File: src/rtl/flb_ctrl_pkg.sv
// flb_ctrl_pkg: shared types and constants for the frequency-lock band controller.
//   - flb_state_e : controller FSM states
//   - MidScale    : loop-filter midscale code
//   - BandRst     : band value loaded at reset and at the start of every acquisition
//   - SatLo/SatHi : loop-filter codes reported as saturated
//   - ResearchCnt : consecutive saturated TRACK ticks that restart acquisition (FLB_RESEARCH_EN)
package flb_ctrl_pkg;

    typedef enum logic [1:0] {
        StIdle,
        StSearch,
        StSettle,
        StTrack
    } flb_state_e;

    localparam logic [15:0] MidScale    = 16'h8000;
    localparam logic [7:0]  BandRst     = 8'h80;
    localparam logic [15:0] SatLo       = 16'h0000;
    localparam logic [15:0] SatHi       = 16'hFFFF;
    localparam int unsigned ResearchCnt = 4;

endpackage

File: src/rtl/flb_ctrl_ref_edge_sync.sv
// ref_edge_sync: two-flop synchronizer for the asynchronous reference clock followed by a
// rising-edge detector. tick_o is one clk_i cycle wide, two cycles after the sampled edge.
// Ports:
//   clk_i   - sampling clock
//   rst_ni  - synchronous active-low reset
//   async_i - asynchronous input (reference clock treated as data)
//   tick_o  - single-cycle pulse per rising edge of async_i
module ref_edge_sync (
    input  logic clk_i,
    input  logic rst_ni,
    input  logic async_i,
    output logic tick_o
);

    logic sync1_q, sync2_q, prev_q;

    always_ff @(posedge clk_i) begin
        if (!rst_ni) begin
            sync1_q <= 1'b0;
            sync2_q <= 1'b0;
            prev_q  <= 1'b0;
        end else begin
            sync1_q <= async_i;
            sync2_q <= sync1_q;
            prev_q  <= sync2_q;
        end
    end

    assign tick_o = sync2_q & ~prev_q;

endmodule

File: src/rtl/flb_ctrl.sv
// flb_ctrl: coarse DCO band acquisition (binary search on the frequency comparator) followed
// by tracking with lock detection on the loop-filter output.
// Optional feature: define FLB_RESEARCH_EN to restart acquisition after ResearchCnt
// consecutive saturated TRACK ticks; otherwise saturation is only reported on dlf_sat.
// Ports:
//   nsh_clk, rst_n          - clock and synchronous active-low reset
//   ref_clk                 - asynchronous reference clock, sampled as data
//   start, abort            - acquisition request / forced return to idle (abort wins)
//   dco_fast                - comparator result, sampled on reference ticks
//   dlf_out                 - loop-filter word, unsigned around MidScale
//   band                    - coarse band select
//   mtrx_clk_lag/smpl_clk_lag - constant synchronizer lag codes
//   trk_en, upd_stb, locked, busy, dlf_sat - status outputs, all registered
module flb_ctrl
    import flb_ctrl_pkg::*;
#(
    parameter int unsigned       BAND_W     = 8,
    parameter int unsigned       DLF_W      = 16,
    parameter int unsigned       SETTLE_CYC = 16,
    parameter logic [DLF_W-1:0]  LOCK_WIN   = 16'h0400,
    parameter int unsigned       LOCK_CNT   = 8,
    parameter logic [1:0]        MTRX_LAG   = 2'b10,
    parameter logic [1:0]        SMPL_LAG   = 2'b01
) (
    input  logic              nsh_clk,
    input  logic              rst_n,
    input  logic              ref_clk,
    input  logic              start,
    input  logic              abort,
    input  logic              dco_fast,
    input  logic [DLF_W-1:0]  dlf_out,
    output logic [BAND_W-1:0] band,
    output logic [1:0]        mtrx_clk_lag,
    output logic [1:0]        smpl_clk_lag,
    output logic              trk_en,
    output logic              upd_stb,
    output logic              locked,
    output logic              busy,
    output logic              dlf_sat
);

    localparam int unsigned IdxW = (BAND_W > 1) ? $clog2(BAND_W) : 1;
    localparam int unsigned SetW = $clog2(SETTLE_CYC + 1);
    localparam int unsigned LckW = $clog2(LOCK_CNT + 1);

    localparam logic [IdxW-1:0]   IdxTop     = IdxW'(BAND_W - 1);
    localparam logic [SetW-1:0]   SettleLast = SetW'(SETTLE_CYC - 1);
    localparam logic [LckW-1:0]   LockMax    = LckW'(LOCK_CNT);
    // Only the MSB set: equals BandRst at the default width.
    localparam logic [BAND_W-1:0] BandInit   = (BAND_W == 8) ? BAND_W'(BandRst)
                                                             : {1'b1, {(BAND_W-1){1'b0}}};

    flb_state_e          state_q;
    logic [BAND_W-1:0]   band_q, band_dec;
    logic [IdxW-1:0]     bit_idx_q;
    logic [SetW-1:0]     settle_cnt_q;
    logic [LckW-1:0]     lock_cnt_q;
    logic                trk_en_q, upd_stb_q, locked_q, busy_q, dlf_sat_q;
    logic                ref_tick;
    logic signed [DLF_W:0] diff;
    logic [DLF_W:0]      mag;
    logic                in_win, is_sat;
`ifdef FLB_RESEARCH_EN
    logic [1:0]          sat_run_q;
`endif

    ref_edge_sync u_ref_sync (
        .clk_i   (nsh_clk),
        .rst_ni  (rst_n),
        .async_i (ref_clk),
        .tick_o  (ref_tick)
    );

    // Band after deciding the current bit: clear it if the DCO is fast, then trial-set the next.
    always_comb begin
        band_dec = band_q;
        if (dco_fast) begin
            band_dec[bit_idx_q] = 1'b0;
        end
        if (bit_idx_q != '0) begin
            band_dec[bit_idx_q - 1'b1] = 1'b1;
        end
    end

    // 17-bit signed distance from midscale and its magnitude.
    always_comb begin
        diff   = $signed({1'b0, dlf_out}) - $signed({1'b0, DLF_W'(MidScale)});
        mag    = diff[DLF_W] ? -diff : diff;
        in_win = (mag <= {1'b0, LOCK_WIN});
        is_sat = (dlf_out == DLF_W'(SatLo)) || (dlf_out == DLF_W'(SatHi));
    end

    always_ff @(posedge nsh_clk) begin
        if (!rst_n) begin
            state_q      <= StIdle;
            band_q       <= BandInit;
            bit_idx_q    <= '0;
            settle_cnt_q <= '0;
            lock_cnt_q   <= '0;
            trk_en_q     <= 1'b0;
            upd_stb_q    <= 1'b0;
            locked_q     <= 1'b0;
            busy_q       <= 1'b0;
            dlf_sat_q    <= 1'b0;
`ifdef FLB_RESEARCH_EN
            sat_run_q    <= '0;
`endif
        end else if (abort) begin
            // Band is deliberately kept.
            state_q      <= StIdle;
            settle_cnt_q <= '0;
            lock_cnt_q   <= '0;
            trk_en_q     <= 1'b0;
            upd_stb_q    <= 1'b0;
            locked_q     <= 1'b0;
            busy_q       <= 1'b0;
            dlf_sat_q    <= 1'b0;
`ifdef FLB_RESEARCH_EN
            sat_run_q    <= '0;
`endif
        end else begin
            upd_stb_q <= 1'b0;
            unique case (state_q)
                StIdle: begin
                    if (start) begin
                        state_q   <= StSearch;
                        band_q    <= BandInit;
                        bit_idx_q <= IdxTop;
                        busy_q    <= 1'b1;
                    end
                end
                StSearch: begin
                    if (ref_tick) begin
                        band_q <= band_dec;
                        if (bit_idx_q != '0) begin
                            bit_idx_q    <= bit_idx_q - 1'b1;
                            settle_cnt_q <= '0;
                            state_q      <= StSettle;
                        end else begin
                            state_q    <= StTrack;
                            trk_en_q   <= 1'b1;
                            lock_cnt_q <= '0;
`ifdef FLB_RESEARCH_EN
                            sat_run_q  <= '0;
`endif
                        end
                    end
                end
                StSettle: begin
                    if (settle_cnt_q == SettleLast) begin
                        state_q <= StSearch;
                    end else begin
                        settle_cnt_q <= settle_cnt_q + 1'b1;
                    end
                end
                StTrack: begin
                    if (ref_tick) begin
                        upd_stb_q <= 1'b1;
                        dlf_sat_q <= is_sat;
                        if (in_win) begin
                            if (lock_cnt_q != LockMax) begin
                                lock_cnt_q <= lock_cnt_q + 1'b1;
                            end
                            locked_q <= (lock_cnt_q == LockMax);
                        end else begin
                            lock_cnt_q <= '0;
                            locked_q   <= 1'b0;
                        end
`ifdef FLB_RESEARCH_EN
                        if (is_sat) begin
                            if (sat_run_q == 2'(ResearchCnt - 1)) begin
                                state_q    <= StSearch;
                                band_q     <= BandInit;
                                bit_idx_q  <= IdxTop;
                                trk_en_q   <= 1'b0;
                                locked_q   <= 1'b0;
                                lock_cnt_q <= '0;
                                sat_run_q  <= '0;
                            end else begin
                                sat_run_q <= sat_run_q + 1'b1;
                            end
                        end else begin
                            sat_run_q <= '0;
                        end
`endif
                    end else begin
                        // Lock follows the counter one cycle after it reaches its ceiling.
                        locked_q <= (lock_cnt_q == LockMax);
                    end
                end
                default: state_q <= StIdle;
            endcase
        end
    end

    assign band         = band_q;
    assign mtrx_clk_lag = MTRX_LAG;
    assign smpl_clk_lag = SMPL_LAG;
    assign trk_en       = trk_en_q;
    assign upd_stb      = upd_stb_q;
    assign locked       = locked_q;
    assign busy         = busy_q;
    assign dlf_sat      = dlf_sat_q;

endmodule

File: config.mk
export PLATFORM = sky130hd
export DESIGN_NAME = flb_ctrl
export DESIGN_NICKNAME = d
export VERILOG_FILES = /design/src/rtl/flb_ctrl_pkg.sv /design/src/rtl/flb_ctrl_ref_edge_sync.sv /design/src/rtl/flb_ctrl.sv
export SDC_FILE = /design/constraint.sdc
export NUM_CORES = 1
export LEC_CHECK = 0
export ABC_AREA = 1
export CAP_MARGIN = 15
export CELL_PAD_IN_SITES_DETAIL_PLACEMENT = 1
export CELL_PAD_IN_SITES_GLOBAL_PLACEMENT = 2
export CORE_UTILIZATION = 29
export DETAILED_ROUTE_END_ITERATION = 16
export PLACE_DENSITY_LB_ADDON = 0.1
export SLEW_MARGIN = 20
export SYNTH_ARGS = -nofsm -noshare
export SYNTH_HDL_FRONTEND = slang
export SYNTH_SLANG_ARGS = --single-unit
File: constraint.sdc
create_clock -name nsh_clk -period 2.6 [get_ports nsh_clk]
set_input_delay 0.26 -clock nsh_clk [delete_from_list [all_inputs] [get_ports nsh_clk]]
set_output_delay 0.26 -clock nsh_clk [all_outputs]
set_load 0.01 [all_outputs]
==> summary by stage <==
STA
The number of max-slew violations in the final report is 0. The transition time at the pin with the least slew margin is 0.640 ns. The clock arrives with 0.0151 ns of skew. The highest clock rate is 0.525 GHz. The minimum clock period is 1.90 ns. In the finished design, the share of the clock period the worst path needs comes to 73.2%.

The tightest slew margin relative to the limit is 57.3%. The number of endpoints with negative hold slack in the final report came to 0. The setup TNS is 0 ns. Setup violations remaining at the end of the flow were counted as 0. Setup repair after global routing left no endpoint under its margin.

Clock tree
The CTS tree is done. Buffers inserted to repair hold after CTS numbered 0. The longest clock path from root to sink contains 2 buffers. Clock-pin slew was measured on the worst setup and hold paths at 0.08 ns. Clock latency on the worst-skew pair, taken at its later pin, is 0.29 ns. The clock tree synthesis step divided the H-tree into 2 levels. The total clock sinks is 30. The number of gates resized after cts is 0. In this run the post-CTS setup repair buffer count came out at 0. The root buffer cell is sky130_fd_sc_hd__clkbuf_8. Clock tree synthesis inserted a total of 5 buffers.

Global routing
The number of antenna violations at the first check in global routing is 0. The sum of overflow across all layers after global routing is 0. Across every metal layer, demand over resource in global routing totals 16.5%. The via count of the first global-routing pass is 1808. The first global-routing pass estimated 8.46 mm of wire.

The maximum number of pins on one net before global-route repair is 11.

Detailed routing
The highest layer touched by signal routing is met4. The routed wire length is 4.89 mm. The count of nets left with antenna violations once routing finished came out at 0. The met3 routed wirelength is 133 um. In the final routed layout, each cell accounts on average for 12.3 um. The total met2 wirelength after detailed routing is 2.04 mm. Dividing the detail-routed via count by the number of cells gives 4.65.

The residual DRC count is 0. The total via count after detailed routing is 1845. The first routing iteration left 23 violations. After detailed routing, the wire length on met1 is 2.66 mm.

The length of the first detailed-routing pass in iterations is 4.

Finish
The net count reported at finish is 349. The share of post-route cells with drive strength above 1 is 12.1%. The most common cell after layout, fill and taps aside is sky130_fd_sc_hd__nand2_1. The final-layout fill cell count is 797. The area occupied by multi-input gates is 0.00107 mm^2. In the layout the commonest cells are sky130_fd_sc_hd__nand2_1, sky130_fd_sc_hd__nor2_1, sky130_fd_sc_hd__clkdlybuf4s50_1, sky130_fd_sc_hd__inv_1, sky130_fd_sc_hd__dfxtp_1. The diode insertion count for antenna repair is 0. From synthesis to final layout, the design area changed by 27.1%.

The register area is 601 um^2. The filler-free cell count of the finished design is 397.

Critical path
The capturing element type of the critical path is a register. Data on the critical path is required at its endpoint by 2.81 ns. The delay of the slowest critical-path stage is 0.41 ns. The arrival time of data at the critical path endpoint is 2.11 ns. The peak fanout along the critical path is 7. Traced cell by cell, the critical path runs through inv_2 > nor2_1 > inv_2 > nor2_1 > o21bai_1 > nor2_1 > o21ai_0 > a31oi_1. The family of cells with the greatest summed delay on the critical path is simple AND/OR/NAND/NOR gates. Together, buffers and inverters on the worst path number 2. For this design, the slowest cell found on the critical path is sky130_fd_sc_hd__dfxtp_1.

The category of the worst setup path launch point is a register. The critical path in this run is classified as reg -> reg. The dominant cell type by count on the critical path is sky130_fd_sc_hd__nor2_1.

Synth
Of the total synthesized cell area, the portion taken by full adders, half adders and majority gates is 4.03%. The synthesized netlist devotes 13.4% of its cell area to compound gates. Sequential cells were found to cover 32.2% of the synthesized design area. The post-synthesis average cell area is 6.59 um^2. The cell area after synthesis is 0.00186 mm^2. Of the post-synthesis cell area, the part taken by muxes is 0%. Counting distinct cell types in the post-synthesis netlist gives 35. By area the synthesized netlist is led by sky130_fd_sc_hd__dfxtp_1, sky130_fd_sc_hd__nand2_1, sky130_fd_sc_hd__nor2_1. Summed over its instances, the top area cell type makes up 32.2% of the synthesized netlist area. Summing the areas of all and, or, nand and nor instances in the mapped netlist gives 37.2% of the synthesized area. The xor and xnor area share after synthesis is 1.88%. By area, the combinational part of the netlist is dominated by simple AND/OR/NAND/NOR gates.

For this run, the number of Yosys warnings is 0. The largest total area in the synthesized netlist belongs to sky130_fd_sc_hd__dfxtp_1. Counting flops and latches in the post-synthesis netlist gives 30. The cell count after synthesis is 283.

Place
At the end of routability-driven placement, the weighted congestion stood at 0.723. After detailed placement, the design holds a cell count of 389. Detailed placement finished with a half-perimeter wire length of 3.91 mm.

During placement, the flow inserted port buffers numbering 34.

Pwr
The leakage power total is 0.946 nW. The final total power is 1.06 mW. The worst vdd rail ir drop is 0.000197 V. The total power divided by cell area is 447 mW/mm^2.

Die
The floorplan die area is 0.00675 mm^2. The initial utilization of the core area, before any placement, comes to 30.8%. The core region is 0.00606 mm^2.

The floorplan step set the die width to 82.2 um. In this run the core area contains 28 standard-cell rows. 39 I/O pins were placed. The floorplan step set the die height to 82.2 um.

Outcome
The run finished with clean final reports.

Min path
In this run the worst hold path is classified as reg -> reg.

Job
Across the run, the number of max-cap violations was 0.
## routing by layer
| layer | track usage [%] | vias up |
|---|---|---|
| met5 | 0 | - |
| met4 | 5.26 | 0 |
| met3 | 2.97 | 5 |
| met2 | 24.8 | 24 |
| met1 | 23.4 | 842 |
| li1 | - | 974 |
## synthesized netlist by cell type (all sizes together)
cell type  count
buf            5
o21bai         1
o41ai          1
inv           43
conb           2
o221ai         1
xor2           3
nor3           6
o21a           1
ha             6
xnor2          1
a31oi          2
clkbuf         1
nand2         76
nor2          46
o211ai         2
dfxtp         30
a311oi         2
nor4           1
nand3         17
o211a          1
nand4          5
o31ai          5
o21ai         10
a21oi         15
## worst min-delay path: cells and delay by family (launching register included)
family	cells	cell delay [ns]
flip-flops	1	0.30
buffers and inverters	1	0.04
AND/OR/NAND/NOR	1	0.04
## per-stage QoR
step | utilization, % | hold slack (ns) | area, um^2 | worst slack, ns
final | 39.1 | 0.413 | 2370 | 0.697
after detailed placement | 37.5 | 0.400 | 2270 | 0.487
after CTS | 39.1 | 0.415 | 2370 | 0.671
after global placement | 37.5 | 0.394 | 2270 | 0.494
after global routing | 39.1 | 0.446 | 2370 | 0.466
after floorplan | - | 0.353 | 1870 | 1.04
## cells by family after synthesis
group,Yosys count
simple gates,151
xor+xnor,4
other cells,2
flops,30
fa+ha+maj,6
compound gates,41
buf+inv,49
## final timing paths
| path | slack, ns | depth (start not counted) | startpoint | end |
|---|---|---|---|---|
| worst min-delay path | 0.41 | 2 | u_ref_sync.sync1_q | u_ref_sync.sync2_q |
| worst max-delay path | 0.70 | 8 | state_q[0] | bit_idx_q[1] |
| worst min register to register | 0.41 | 2 | u_ref_sync.sync1_q | u_ref_sync.sync2_q |
| worst max register to register | 0.70 | 8 | state_q[0] | bit_idx_q[1] |
## sequential cells by signal, summed over array words and instances (netlist names), 2 cells and up
register	cells
band	8
bit_idx_q	3
lock_cnt_q	4
settle_cnt_q	5
state_q	2
## where the power goes
group          total, mW  switching (mW)  internal [mW]
Combinational      0.175           0.107         0.0684
Clock              0.406           0.193          0.213
Sequential         0.479          0.0111          0.468
## final cells by class
class / count / share of cell area, %
inverter: 43 / 6.92
sequential: 30 / 25.3
clock buffer: 6 / 3.48
tap: 75 / 3.96
multi-input combinational: 206 / 45.1
timing repair buffer: 35 / 14.7
clock inverter: 2 / 0.528
(Power assumes the default switching activity.)
